===== src/rtl/fetch_queue_unit.sv =====
// Instruction fetch stage: drives a synchronous-read instruction memory and buffers
// returned instructions (tagged with their byte PC) in a small FIFO for the datapath.
module fetch_queue_unit #(
  parameter int                     PC_WIDTH = 16,
  parameter int                     IR_WIDTH = 32,
  parameter int                     IMEM_AW  = 6,
  parameter int                     DEPTH    = 4,
  parameter logic [PC_WIDTH-1:0]    RESET_PC = '0
) (
  input  logic                      clk,
  input  logic                      rst_n,
  input  logic                      i_lock,
  output logic [IMEM_AW-1:0]        o_imem_addr,
  output logic                      o_imem_en,
  input  logic [IR_WIDTH-1:0]       i_imem_rdata,
  input  logic                      i_redirect_valid,
  input  logic [PC_WIDTH-1:0]       i_redirect_pc,
  output logic                      o_inst_valid,
  output logic [IR_WIDTH-1:0]       o_inst_data,
  output logic [PC_WIDTH-1:0]       o_inst_pc,
  input  logic                      i_inst_ready,
  output logic [$clog2(DEPTH):0]    o_q_count
);

  localparam int PW = $clog2(DEPTH);
  localparam int CW = PW + 1;

  typedef enum logic [1:0] {S_BOOT, S_RUN, S_FULL, S_FLUSH} state_t;

  state_t                r_state;
  state_t                w_state_next;
  logic [PC_WIDTH-1:0]   r_fetch_pc;
  logic [PC_WIDTH-1:0]   r_req_pc;
  logic                  r_inflight;
  logic [CW-1:0]         r_count;
  logic [PW-1:0]         r_wr_ptr;
  logic [PW-1:0]         r_rd_ptr;
  logic [IR_WIDTH-1:0]   r_data_mem [DEPTH];
  logic [PC_WIDTH-1:0]   r_pc_mem   [DEPTH];

  logic                  w_redirect;
  logic                  w_room;
  logic                  w_req;
  logic                  w_enq;
  logic                  w_deq;
  logic                  w_nonempty;
  logic [CW-1:0]         w_occupied;
  logic [PC_WIDTH-1:0]   w_redirect_aligned;

  // The in-flight request holds a reserved slot, so a late response can never overflow.
  assign w_redirect         = i_redirect_valid && i_lock && (r_state != S_BOOT);
  assign w_occupied         = r_count + CW'(r_inflight);
  assign w_room             = w_occupied < CW'(DEPTH);
  assign w_req              = i_lock && !w_redirect && (r_state == S_RUN) && w_room;
  assign w_enq              = r_inflight && !w_redirect;
  assign w_nonempty         = (r_count != '0);
  assign w_deq              = o_inst_valid && i_inst_ready && !w_redirect;
  assign w_redirect_aligned = i_redirect_pc & ~PC_WIDTH'(3);

  always_comb begin
    w_state_next = r_state;
    case (r_state)
      S_BOOT:  if (i_lock) w_state_next = S_RUN;
      S_RUN: begin
        if (w_redirect)              w_state_next = S_FLUSH;
        else if (i_lock && !w_room)  w_state_next = S_FULL;
      end
      S_FULL: begin
        if (w_redirect)              w_state_next = S_FLUSH;
        else if (i_lock && w_room)   w_state_next = S_RUN;
      end
      S_FLUSH: begin
        if (w_redirect)              w_state_next = S_FLUSH;
        else if (i_lock)             w_state_next = S_RUN;
      end
      default:                       w_state_next = S_BOOT;
    endcase
  end

  always_ff @(posedge clk or negedge rst_n) begin
    if (!rst_n) begin
      r_state    <= S_BOOT;
      r_fetch_pc <= RESET_PC;
      r_req_pc   <= '0;
      r_inflight <= 1'b0;
      r_count    <= '0;
      r_wr_ptr   <= '0;
      r_rd_ptr   <= '0;
    end else begin
      r_state    <= w_state_next;
      r_inflight <= w_req;
      if (w_req) r_req_pc <= r_fetch_pc;
      if (w_redirect) begin
        r_fetch_pc <= w_redirect_aligned;
        r_count    <= '0;
        r_wr_ptr   <= '0;
        r_rd_ptr   <= '0;
      end else begin
        if (w_req) r_fetch_pc <= r_fetch_pc + PC_WIDTH'(4);
        r_count <= r_count + CW'(w_enq) - CW'(w_deq);
        if (w_enq) r_wr_ptr <= r_wr_ptr + PW'(1);
        if (w_deq) r_rd_ptr <= r_rd_ptr + PW'(1);
      end
    end
  end

  always_ff @(posedge clk) begin
    if (w_enq) begin
      r_data_mem[r_wr_ptr] <= i_imem_rdata;
      r_pc_mem[r_wr_ptr]   <= r_req_pc;
    end
  end

  // Head fields read as zero when empty so the reset values hold without resetting storage.
  assign o_imem_en    = w_req;
  assign o_imem_addr  = r_fetch_pc[IMEM_AW+1:2];
  assign o_inst_valid = w_nonempty && i_lock;
  assign o_inst_data  = w_nonempty ? r_data_mem[r_rd_ptr] : '0;
  assign o_inst_pc    = w_nonempty ? r_pc_mem[r_rd_ptr]   : '0;
  assign o_q_count    = r_count;

endmodule


===== config.mk =====
export PLATFORM = sky130hd
export DESIGN_NAME = fetch_queue_unit
export DESIGN_NICKNAME = d
export VERILOG_FILES = /design/src/rtl/fetch_queue_unit.sv
export SDC_FILE = /design/constraint.sdc
export NUM_CORES = 1
export LEC_CHECK = 0
export BUFFER_PORTS_ARGS = -buffer_cell sky130_fd_sc_hd__buf_2
export CORE_MARGIN = 1.5
export CORE_UTILIZATION = 58
export CTS_CLUSTER_DIAMETER = 30
export DETAILED_ROUTE_END_ITERATION = 10
export GPL_TIMING_DRIVEN = 0
export PLACE_DENSITY = 0.89
export SLEW_MARGIN = 5
export SYNTH_ARGS = -nofsm -noshare
export SYNTH_HDL_FRONTEND = slang
export SYNTH_SLANG_ARGS = --single-unit
export TNS_END_PERCENT = 1

===== constraint.sdc =====
create_clock -name clk -period 2.8 [get_ports clk]
set_input_delay 0.28 -clock clk [delete_from_list [all_inputs] [get_ports clk]]
set_output_delay 0.28 -clock clk [all_outputs]
set_load 0.03 [all_outputs]

==> results of run 1 <==
## final cells by class
type | instances | area share
buffer | 30 | 0.0159
clock buffer | 44 | 0.0925
clock inverter | 27 | 0.0300
inverter | 9 | 0.00292
multi-input combinational | 229 | 0.198
sequential | 222 | 0.561
tap | 188 | 0.0204
timing repair buffer | 142 | 0.0801
## cells by family (layout without fill, tap and decap cells)
family | Yosys count | count (layout)
xor gates and xnor gates | 17 | 17
other | 1 | 2
AOI/OAI and AO/OA | 28 | 28
and+or+nand+nor | 114 | 114
muxes | 60 | 60
adders and majority gates | 8 | 8
DFF | 222 | 222
buffers and inverters | 40 | 252
## worst max-delay path: stages, from the launching register on
cell,delay (ns)
dfrtp_2,0.42
or3_4,0.41
and2_2,0.24
nand2_2,0.09
nor2_1,0.07
ha_1,0.30
inv_1,0.06
ha_1,0.13
inv_1,0.05
fa_1,0.38
xor2_1,0.18
xnor2_1,0.13
nor2_1,0.05
## worst paths after layout
check / cells past startpoint / slack [ns] / startpoint / endpoint
setup / recovery: 12 / 0.15 / o_q_count[1] / o_q_count[2]
setup reg to reg: 12 / 0.15 / o_q_count[1] / o_q_count[2]
min in group asynchronous: 2 / 0.43 / rst_n / r_req_pc[11]
hold / removal: 1 / 0.02 / i_imem_rdata[6] / r_data_mem[0][6]
hold reg to reg: 0 / 0.51 / r_req_pc[14] / r_pc_mem[2][14]
max in group asynchronous: 2 / 1.78 / rst_n / o_q_count[1]
## power breakdown
group / switching (W) / leakage (nW) / total, W / internal (W)
logic: 0.00202 / 1.55 / 0.00335 / 0.00133
clock network: 0.00164 / 0.689 / 0.00498 / 0.00334
registers: 0.000278 / 2.11 / 0.00424 / 0.00396
## layer usage
metal  routed length (um)  part of all wire  vias up  GRT usage
li1                     -                 -     2267          -
met1                 7310              0.39     2584      0.309
met2                 9450              0.51      232      0.412
met3                 1170             0.063       60     0.0515
met4                  589             0.032        0      0.104
met5                    0                 0        -          0
## state kept, by name, summed over array words and instances (netlist names)
| register | flops |
|---|---|
| r_inflight | 1 |
| o_q_count | 3 |
| r_pc_mem | 56 |
| r_data_mem | 128 |
| r_fetch_pc | 14 |
| r_wr_ptr | 2 |
| r_rd_ptr | 2 |
| r_req_pc | 14 |
| r_state | 2 |
## metrics by stage
step,total power (W),instance area [um2],TNS [ns],instances
floorplan,0.00658,8940,0,491
global placement,0.00744,9710,-121.19,786
detailed placement,0.00754,9800,-0.195,790
CTS,0.0126,11500,0,889
global route,0.0131,11600,-0.0354,891
finish,0.0126,11600,0,891
## repair_timing
action,in CTS,in global routing
endpoints found under the hold margin,133,0
endpoints found under the setup margin,40,34
hold buffers,28,0
resized for setup,11,7
pin swaps,0,0
setup buffers,0,3
## synth_stat cells
library cell,count,area [um2]
edfxtp_1,184,5530
and2_1,49,307
mux4_2,46,1040
dfrtp_1,38,951
nand2_1,17,63.8
nor2_1,16,60.1
mux2_2,13,146
clkbuf_1,12,45.0
xor2_1,12,105
a21oi_1,10,50.1
buf_4,9,67.6
inv_1,9,33.8
nand3_1,9,45.0
o21ai_0,9,45.0
and3_1,8,50.1
buf_2,7,35.0
ha_1,7,87.6
nand4_1,7,43.8
xnor2_1,5,43.8
buf_1,3,11.3
a31oi_1,2,12.5
o211ai_1,2,15.0
o21ai_1,2,10.0
a221o_1,1,10.0
and3_2,1,7.51
and3_4,1,11.3
and4_1,1,8.76
conb_1,1,3.75
fa_1,1,20.0
mux2i_1,1,10.0
nand3b_4,1,20.0
nor2_2,1,6.26
nor4_2,1,12.5
o211a_1,1,10.0
o22ai_1,1,6.26
or3_1,1,6.26
or4b_4,1,13.8
==> results.py, run 1 <==
metrics = {
    "status": {
        "status": "complete, no violations",
    },
    "timing": {
        "hold_slack_ns": 0.0169,
        "slew_headroom": 0.427,
        "setup_ws_ns": 0.148,
        "fin_crit_ns": 2.65,
        "rsz0062_at_grt": "yes",
        "worst_clock_skew_ns": 0.0177,
        "fmax_ghz": 0.377,
        "setup_viol": 0,
        "slew_viol_final": 0,
        "worst_pin_slew_ns": 0.859,
        "fin_crit_sh": 0.947,
        "hold_violations": 0,
    },
    "clock_network": {
        "cts_tree": "done",
        "clk_latency_ns": 0.51,
        "cts_max_level": 2,
        "cts_root_buf": "clkbuf_16",
        "numClockSinks": 222,
        "cts_buffer_depth": 3,
        "clk_pin_slew_ns": 0.05,
        "numCtsBuffers": 40,
    },
    "yosys": {
        "seq_area_frac_synth": 0.725,
        "synth_top_family_by_area": "multiplexers",
        "syn_inst": 490,
        "yosys_register_bits": 222,
        "synth.avg_cell_area_um2": 18.2,
        "yosys.area_share.simple": 0.0734,
        "synth_compound_area_frac": 0.0178,
        "syn_area_mm2": 0.00894,
        "synth-adder-area-share": 0.0120,
        "ys_types": 37,
        "synth-xor-area-share": 0.0167,
        "synthMuxAreaShare": 0.133,
        "yosysWarningCount": 0,
    },
    "detailed_routing": {
        "first_pass_iters": 4,
        "first_iter_violations": 440,
        "final_antenna_net_count": 0,
        "viasPerCell": 5.77,
        "drc": 0,
        "drt_wl_total_um": 18500,
        "routedWlPerCell_um": 20.8,
        "vias": 5143,
    },
    "floorplan": {
        "initial_core_util": 0.590,
        "coreArea_mm2": 0.0151,
        "fp.dieArea_mm2": 0.0162,
        "io_pins": 112,
        "fp.dieH_um": 127,
        "fp-row-count": 45,
        "die_w_um": 127,
    },
    "final_layout": {
        "fillers": 830,
        "syn_to_final_growth_pct": 29.3,
        "fin_util": 0.763,
        "drive_above_1_share": 0.394,
        "regArea_mm2": 0.00648,
        "final_cell_mix": "184 x edfxtp_1, 112 x buf_2, 48 x and2_1",
        "multiInputGateArea_mm2": 0.00228,
        "final_common_cell": "edfxtp_1",
        "layout.nets": 735,
        "n_antenna_cell": 0,
    },
    "pwr": {
        "p_per_area_mw_per_mm2": 1090,
        "p_leak_nw": 4.35,
        "ir_worst_vdd_mv": 0.557,
    },
    "critical_path": {
        "crit_arrival_ns": 3.03,
        "cp_data_required_time_ns": 3.18,
        "cp-start-kind": "flip-flop",
        "worst-setup-path-type": "reg -> reg",
        "worstSetupEndpointType": "flip-flop",
        "cp_max_fo": 4,
    },
    "place": {
        "place_hpwl_um": 10800,
        "io_buffers": 107,
        "gp_congestion": 0.860,
        "place_ws_ns": -0.195,
    },
    "grt": {
        "antenna_found_initial": 0,
        "grt-ovfl-total": 0,
        "grt_pass1_wl_um": 29600,
        "grt_usage": 0.243,
        "grt_max_degree": 39,
        "grt_pass1_vias": 5569,
    },
    "run": {
        "drv_cap": 0,
    },
    "worst_hold_path": {
        "hp-class": "in -> reg",
    },
}
(Power assumes the default switching activity.)
==> run 2: changes to the inputs <==
ABC_AREA = 1   (was unset)
BUFFER_PORTS_ARGS = -buffer_cell sky130_fd_sc_hd__buf_4   (was -buffer_cell sky130_fd_sc_hd__buf_2)
==> run 2 against run 1 <==
Net effect:
- cell area is 4.2% higher
- critical endpoint is now o_inst_data[28]
- sequential share of layout area is 2.2 points lower
- wire length is 35% higher
- highest routed layer unchanged
==> results.py, run 2 <==
metrics = {
    "grt": {
        "grt_pass1_vias": 7310,
        "grt_usage": 0.300,
        "grt_pass1_wl_um": 37800,
        "antenna_found_initial": 1,
        "grt_max_degree": 39,
        "grt-ovfl-total": 0,
    },
    "clock_network": {
        "cts_tree": "done",
        "clk_pin_slew_ns": 0.05,
        "cts_root_buf": "clkbuf_16",
        "cts_buffer_depth": 3,
        "numCtsBuffers": 37,
        "cts_max_level": 2,
        "clk_latency_ns": 0.50,
        "numClockSinks": 222,
    },
    "critical_path": {
        "path_cells": "inv_2 > buf_2 > clkbuf_1 > o21ai_0 > a21oi_1 > buf_4",
        "worst-setup-path-type": "reg -> out",
        "cp_slowest_cell": "dfrtp_1",
        "slowest_delay_ns": 0.46,
        "cp_top_family": "buffers and inverters",
        "crit_arrival_ns": 2.47,
        "cp-start-kind": "flip-flop",
        "cp_max_fo": 10,
        "worstSetupEndpointType": "output pin",
        "r2r_start": "r_state[0]",
        "critPathLaunch": "r_rd_ptr[0]",
        "crit_buf_inv": 4,
        "cp_data_required_time_ns": 2.52,
    },
    "yosys": {
        "seq_area_frac_synth": 0.701,
        "synthTopCellsByCount": "222 x nor2_1, 184 x edfxtp_1, 115 x o21ai_0",
        "async_flop_share": 0.171,
        "syn_area_mm2": 0.00924,
        "synth_edf_count": 184,
        "yosysWarningCount": 0,
        "synth_area_leaders": "edfxtp_1 60%, dfrtp_1 10%, nor2_1 9.0%",
        "synth.avg_cell_area_um2": 11.2,
        "ys_types": 32,
        "synth.top_cell.area_share": 0.598,
        "synth_top_cell_by_area": "edfxtp_1",
        "yosys_register_bits": 222,
        "synth.most_common_cell": "nor2_1",
        "syn_inst": 822,
        "synth_flop_cell": "edfxtp_1",
    },
    "final_layout": {
        "syn_to_final_growth_pct": 30.2,
        "stdcell_count": 1249,
        "fillers": 871,
        "multiInputGateArea_mm2": 0.00241,
        "layout.nets": 1071,
        "largest_reg_flops": 128,
        "reg_top3": "r_data_mem: 128 flops, r_pc_mem: 56 flops",
        "regArea_mm2": 0.00648,
        "top_register": "r_data_mem",
        "drive_above_1_share": 0.213,
        "final_cell_mix": "218 x nor2_1, 184 x edfxtp_1, 122 x buf_4",
        "final_common_cell": "nor2_1",
    },
    "floorplan": {
        "coreArea_mm2": 0.0154,
        "initial_core_util": 0.601,
        "fp.dieArea_mm2": 0.0167,
        "io_pins": 112,
        "fp.dieH_um": 129,
        "fp-row-count": 45,
        "die_w_um": 129,
    },
    "worst_hold_path": {
        "hp-class": "in -> reg",
        "hold_path.startpoint": "i_redirect_pc[6]",
    },
    "run": {
        "drv_cap": 0,
    },
    "timing": {
        "fmax_ghz": 0.364,
        "rsz0062_at_grt": "yes",
        "fin_crit_ns": 2.75,
        "slew_viol_final": 0,
        "fin_setup_tns_ns": 0,
        "setup_viol": 0,
        "hold_slack_ns": 0.0610,
        "slew_headroom": 0.453,
        "hold_violations": 0,
        "fin_crit_sh": 0.981,
        "worst_pin_slew_ns": 0.819,
        "worst_clock_skew_ns": 0.0139,
    },
    "place": {
        "gp_congestion": 0.882,
        "io_buffers": 107,
        "place_inst": 1145,
        "place_hpwl_um": 13800,
    },
    "detailed_routing": {
        "first_iter_violations": 753,
        "vias": 7357,
        "final_antenna_net_count": 0,
        "drt_wl_total_um": 25000,
        "first_pass_iters": 5,
        "routedWlPerCell_um": 20.0,
        "drc": 0,
        "viasPerCell": 5.89,
    },
    "status": {
        "status": "complete, no violations",
    },
    "pwr": {
        "p_leak_nw": 4.73,
        "p_per_area_mw_per_mm2": 1250,
        "ir_worst_vdd_mv": 0.713,
    },
}
==> run 2: final timing paths <==
path                                   end  cells after the start  slack (ns)
setup / recovery           o_inst_data[28]                      6        0.05
hold / removal               r_fetch_pc[6]                      3        0.06
setup reg to reg              o_q_count[2]                     12        0.21
hold reg to reg            r_pc_mem[0][10]                      0        0.54
max in group asynchronous       r_state[0]                      2        2.16
min in group asynchronous      r_req_pc[5]                      2        0.28
==> run 2: cells by family (layout without fill, tap and decap cells) <==
kind of cell / count (synthesis) / after routing / share of synthesized area
and+or+nand+nor: 325 / 325 / 0.140
DFF: 222 / 222 / 0.701
AOI/OAI and AO/OA: 179 / 179 / 0.100
buffers and inverters: 82 / 296 / 0.0422
adders and majority gates: 8 / 8 / 0.0116
xor gates and xnor gates: 5 / 5 / 0.00474
other: 1 / 3 / 0.000406
==> run 2: layout make-up <==
class                   instances  share of cell area
well taps                     211              0.0219
flip-flops and latches        222               0.538
inverters                      32             0.00998
plain buffers                  50              0.0228
multi-input cells             519               0.200
diodes                          1            0.000208
clock inverters                20              0.0175
clock buffers                  46              0.0858
repair buffers                148               0.104
==> run 2: report_power, final <==
part	internal, W	switching [W]
clock	0.00292	0.00157
combinational	0.00195	0.00411
sequential	0.00409	0.000376
==> run 2: worst register-to-register path, cell delays in order (launching register included) <==
cell and delay [ns]:
dfrtp_1 0.38, inv_1 0.18, a21oi_4 0.11, inv_2 0.11
buf_2 0.25, nand2_2 0.21, ha_1 0.32, inv_1 0.06
ha_1 0.13, inv_1 0.05, fa_1 0.39, and3_1 0.18
nor3_1 0.13
==> run 2: what timing repair did <==
action,CTS,global route
hold buffers,34,0
gates resized for setup,0,5
setup endpoints to repair,0,55
endpoints found under the hold margin,164,0
buffers inserted,0,3
==> run 2: layer usage <==
| layer | GRT usage | up-vias | wire [um] |
|---|---|---|---|
| met2 | 0.526 | 493 | 12800 |
| met1 | 0.351 | 3535 | 8930 |
| met3 | 0.0702 | 101 | 2300 |
| met4 | 0.139 | 0 | 973 |
| li1 | - | 3228 | - |
| met5 | 0 | - | 0 |
==> run 2: through the flow <==
step           cell area (um2)  power, W   util  setup slack (ns)
3_5_place_dp             10400    0.0102  0.678            0.0364
3_3_place_gp             10300   0.00998  0.671             -2.07
2_1_floorplan             9250   0.00810      -            -0.617
4_1_cts                  12000    0.0148  0.781           0.00122
5_1_grt                  12000    0.0156  0.783           -0.0173
6_report                 12000    0.0150  0.783            0.0525
==> run 3: changes to the inputs <==
CORE_UTILIZATION = 45   (was 58)
PLACE_DENSITY = 0.73   (was 0.89)
REMOVE_ABC_BUFFERS = 1   (was unset)
==> run 3 against run 2 <==
Net effect:
- critical path depth fell by 1
- wire length shrank 19%
- via count decreased by 13%
- cell count rose by 1.8%
- sequential power is 3% higher
- combinational power is 8.3% lower
- critical endpoint is now o_inst_pc[13]
- largest cell class unchanged
==> results.py, run 3 (same netlist as run 2, synthesis figures left out) <==
metrics = {
    "pwr": {
        "ir_worst_vdd_mv": 0.738,
        "p_per_area_mw_per_mm2": 1230,
        "finalPower_w": 0.0150,
        "p_leak_nw": 4.70,
    },
    "grt": {
        "use_met2": 0.330,
        "use_met3": 0.0488,
        "grt_pass1_vias": 6400,
        "grt_usage": 0.191,
        "grt-ovfl-total": 0,
        "antenna_found_initial": 0,
        "grt_max_degree": 94,
        "use_met1": 0.235,
        "busiest_layer": "met2",
        "grt_pass1_wl_um": 32000,
    },
    "critical_path": {
        "cp_slowest_cell": "dfrtp_4",
        "path_cells": "buf_12 > inv_16 > o21ai_0 > a21oi_1 > buf_4",
        "worstSetupEndpointType": "output pin",
        "cp_max_fo": 93,
        "cp_top_family": "buffers and inverters",
        "worst-setup-path-type": "reg -> out",
        "crit_arrival_ns": 2.33,
        "cp_data_required_time_ns": 2.52,
        "cp-start-kind": "flip-flop",
        "crit_buf_inv": 3,
        "slowest_delay_ns": 0.62,
    },
    "detailed_routing": {
        "final_antenna_net_count": 0,
        "viasPerCell": 5.06,
        "routedWlPerCell_um": 16.0,
        "first_iter_violations": 307,
        "drt_wl_total_um": 20300,
        "first_pass_iters": 4,
        "vias": 6432,
        "drc": 0,
    },
    "timing": {
        "slew_headroom": 0.432,
        "setup_ws_ns": 0.193,
        "worst_clock_skew_ns": 0.0104,
        "fin_crit_ns": 2.61,
        "setup_viol": 0,
        "hold_violations": 0,
        "rsz0062_at_grt": "no",
        "fmax_ghz": 0.384,
        "fin_crit_sh": 0.931,
        "worst_pin_slew_ns": 0.851,
        "slew_viol_final": 0,
    },
    "worst_hold_path": {
        "hp-class": "in -> reg",
    },
    "floorplan": {
        "fp-row-count": 52,
        "io_pins": 112,
        "fp.dieArea_mm2": 0.0214,
        "coreArea_mm2": 0.0202,
        "initial_core_util": 0.458,
        "fp.dieH_um": 146,
        "die_w_um": 146,
    },
    "place": {
        "io_buffers": 107,
        "gp_congestion": 0.786,
        "place_ws_ns": -0.132,
        "place_hpwl_um": 11300,
    },
    "clock_network": {
        "cts_buffer_depth": 3,
        "numClockSinks": 222,
        "numCtsBuffers": 40,
        "cts_tree": "done",
        "cts_root_buf": "clkbuf_16",
        "clk_pin_slew_ns": 0.05,
        "clk_latency_ns": 0.50,
        "cts_max_level": 2,
    },
    "final_layout": {
        "drive_above_1_share": 0.206,
        "n_antenna_cell": 0,
        "final_common_cell": "nor2_1",
        "final_cell_mix": "217 x nor2_1, 184 x edfxtp_1, 115 x o21ai_0",
        "syn_to_final_growth_pct": 31.8,
        "layout.nets": 1033,
        "top_register": "r_data_mem",
        "largest_reg_flops": 128,
        "reg_top3": "r_data_mem: 128 flops, r_pc_mem: 56 flops",
    },
    "run": {
        "drv_cap": 0,
    },
    "status": {
        "status": "complete, no violations",
    },
}
-- run 3: through the flow --
| stage | instance area [um2] | TNS [ns] | hold slack, ns | cells | utilization |
|---|---|---|---|---|---|
| 6_report | 12200 | 0 | 0.0247 | 1271 | 0.604 |
| 5_1_grt | 12200 | 0 | 0.0165 | 1271 | 0.604 |
| 4_1_cts | 12100 | -0.0234 | 0.00734 | 1265 | 0.600 |
| 3_5_place_dp | 10400 | -1.23 | 0.276 | 1159 | 0.513 |
| 3_3_place_gp | 10100 | -580.56 | 0.279 | 1150 | 0.502 |
| 2_1_floorplan | 8970 | -154.60 | -0.0156 | 773 | - |
-- run 3: repair_timing --
action | in CTS | in global routing
gates cloned | 1 | 0
hold buffers | 34 | 0
setup buffers | 0 | 6
setup endpoints to repair | 97 | 85
endpoints found under the hold margin | 167 | 0
pin swaps | 1 | 2
gates resized for setup | 6 | 6
-- run 3: worst register-to-register path, delay by kind of cell, from the launching register on --
kind / cells / cell delay (ns)
AND/OR/NAND/NOR: 7 / 0.89
adder cells (fa/ha/maj): 3 / 0.74
flip-flops: 1 / 0.47
buffers and inverters: 3 / 0.27
-- run 3: layout make-up --
| cell class | instances | area, um2 |
|---|---|---|
| Inverter | 32 | 141 |
| Clock buffer | 46 | 1050 |
| Clock inverter | 25 | 328 |
| Sequential cell | 222 | 6480 |
| Timing Repair Buffer | 156 | 1400 |
| Fill cell | 1616 | 7990 |
| Multi-Input combinational cell | 520 | 2430 |
| Tap cell | 270 | 338 |
-- run 3: path summary, 6_finish.rpt --
kind / slack, ns / endpoint / depth (start not counted) / startpoint
setup / recovery: 0.19 / o_inst_pc[13] / 5 / r_rd_ptr[0]
hold reg to reg: 0.51 / r_pc_mem[3][13] / 0 / r_req_pc[13]
max in group asynchronous: 2.12 / r_rd_ptr[0] / 2 / rst_n
setup reg to reg: 0.34 / o_q_count[2] / 13 / o_q_count[1]
min in group asynchronous: 0.28 / r_fetch_pc[7] / 2 / rst_n
hold / removal: 0.02 / r_fetch_pc[6] / 3 / i_redirect_pc[6]
-- run 3: power by group --
part | switching, W | leakage (nW) | internal [W]
Combinational | 0.00362 | 1.90 | 0.00194
Clock | 0.00160 | 0.665 | 0.00329
Sequential | 0.000496 | 2.12 | 0.00409
Total | 0.00572 | 4.70 | 0.00932
-- run 3: per-layer routing --
metal / vias to the layer above / share of wire
li1: 3144 / -
met1: 3079 / 0.41
met2: 180 / 0.51
met3: 29 / 0.062
met4: 0 / 0.018
met5: - / 0
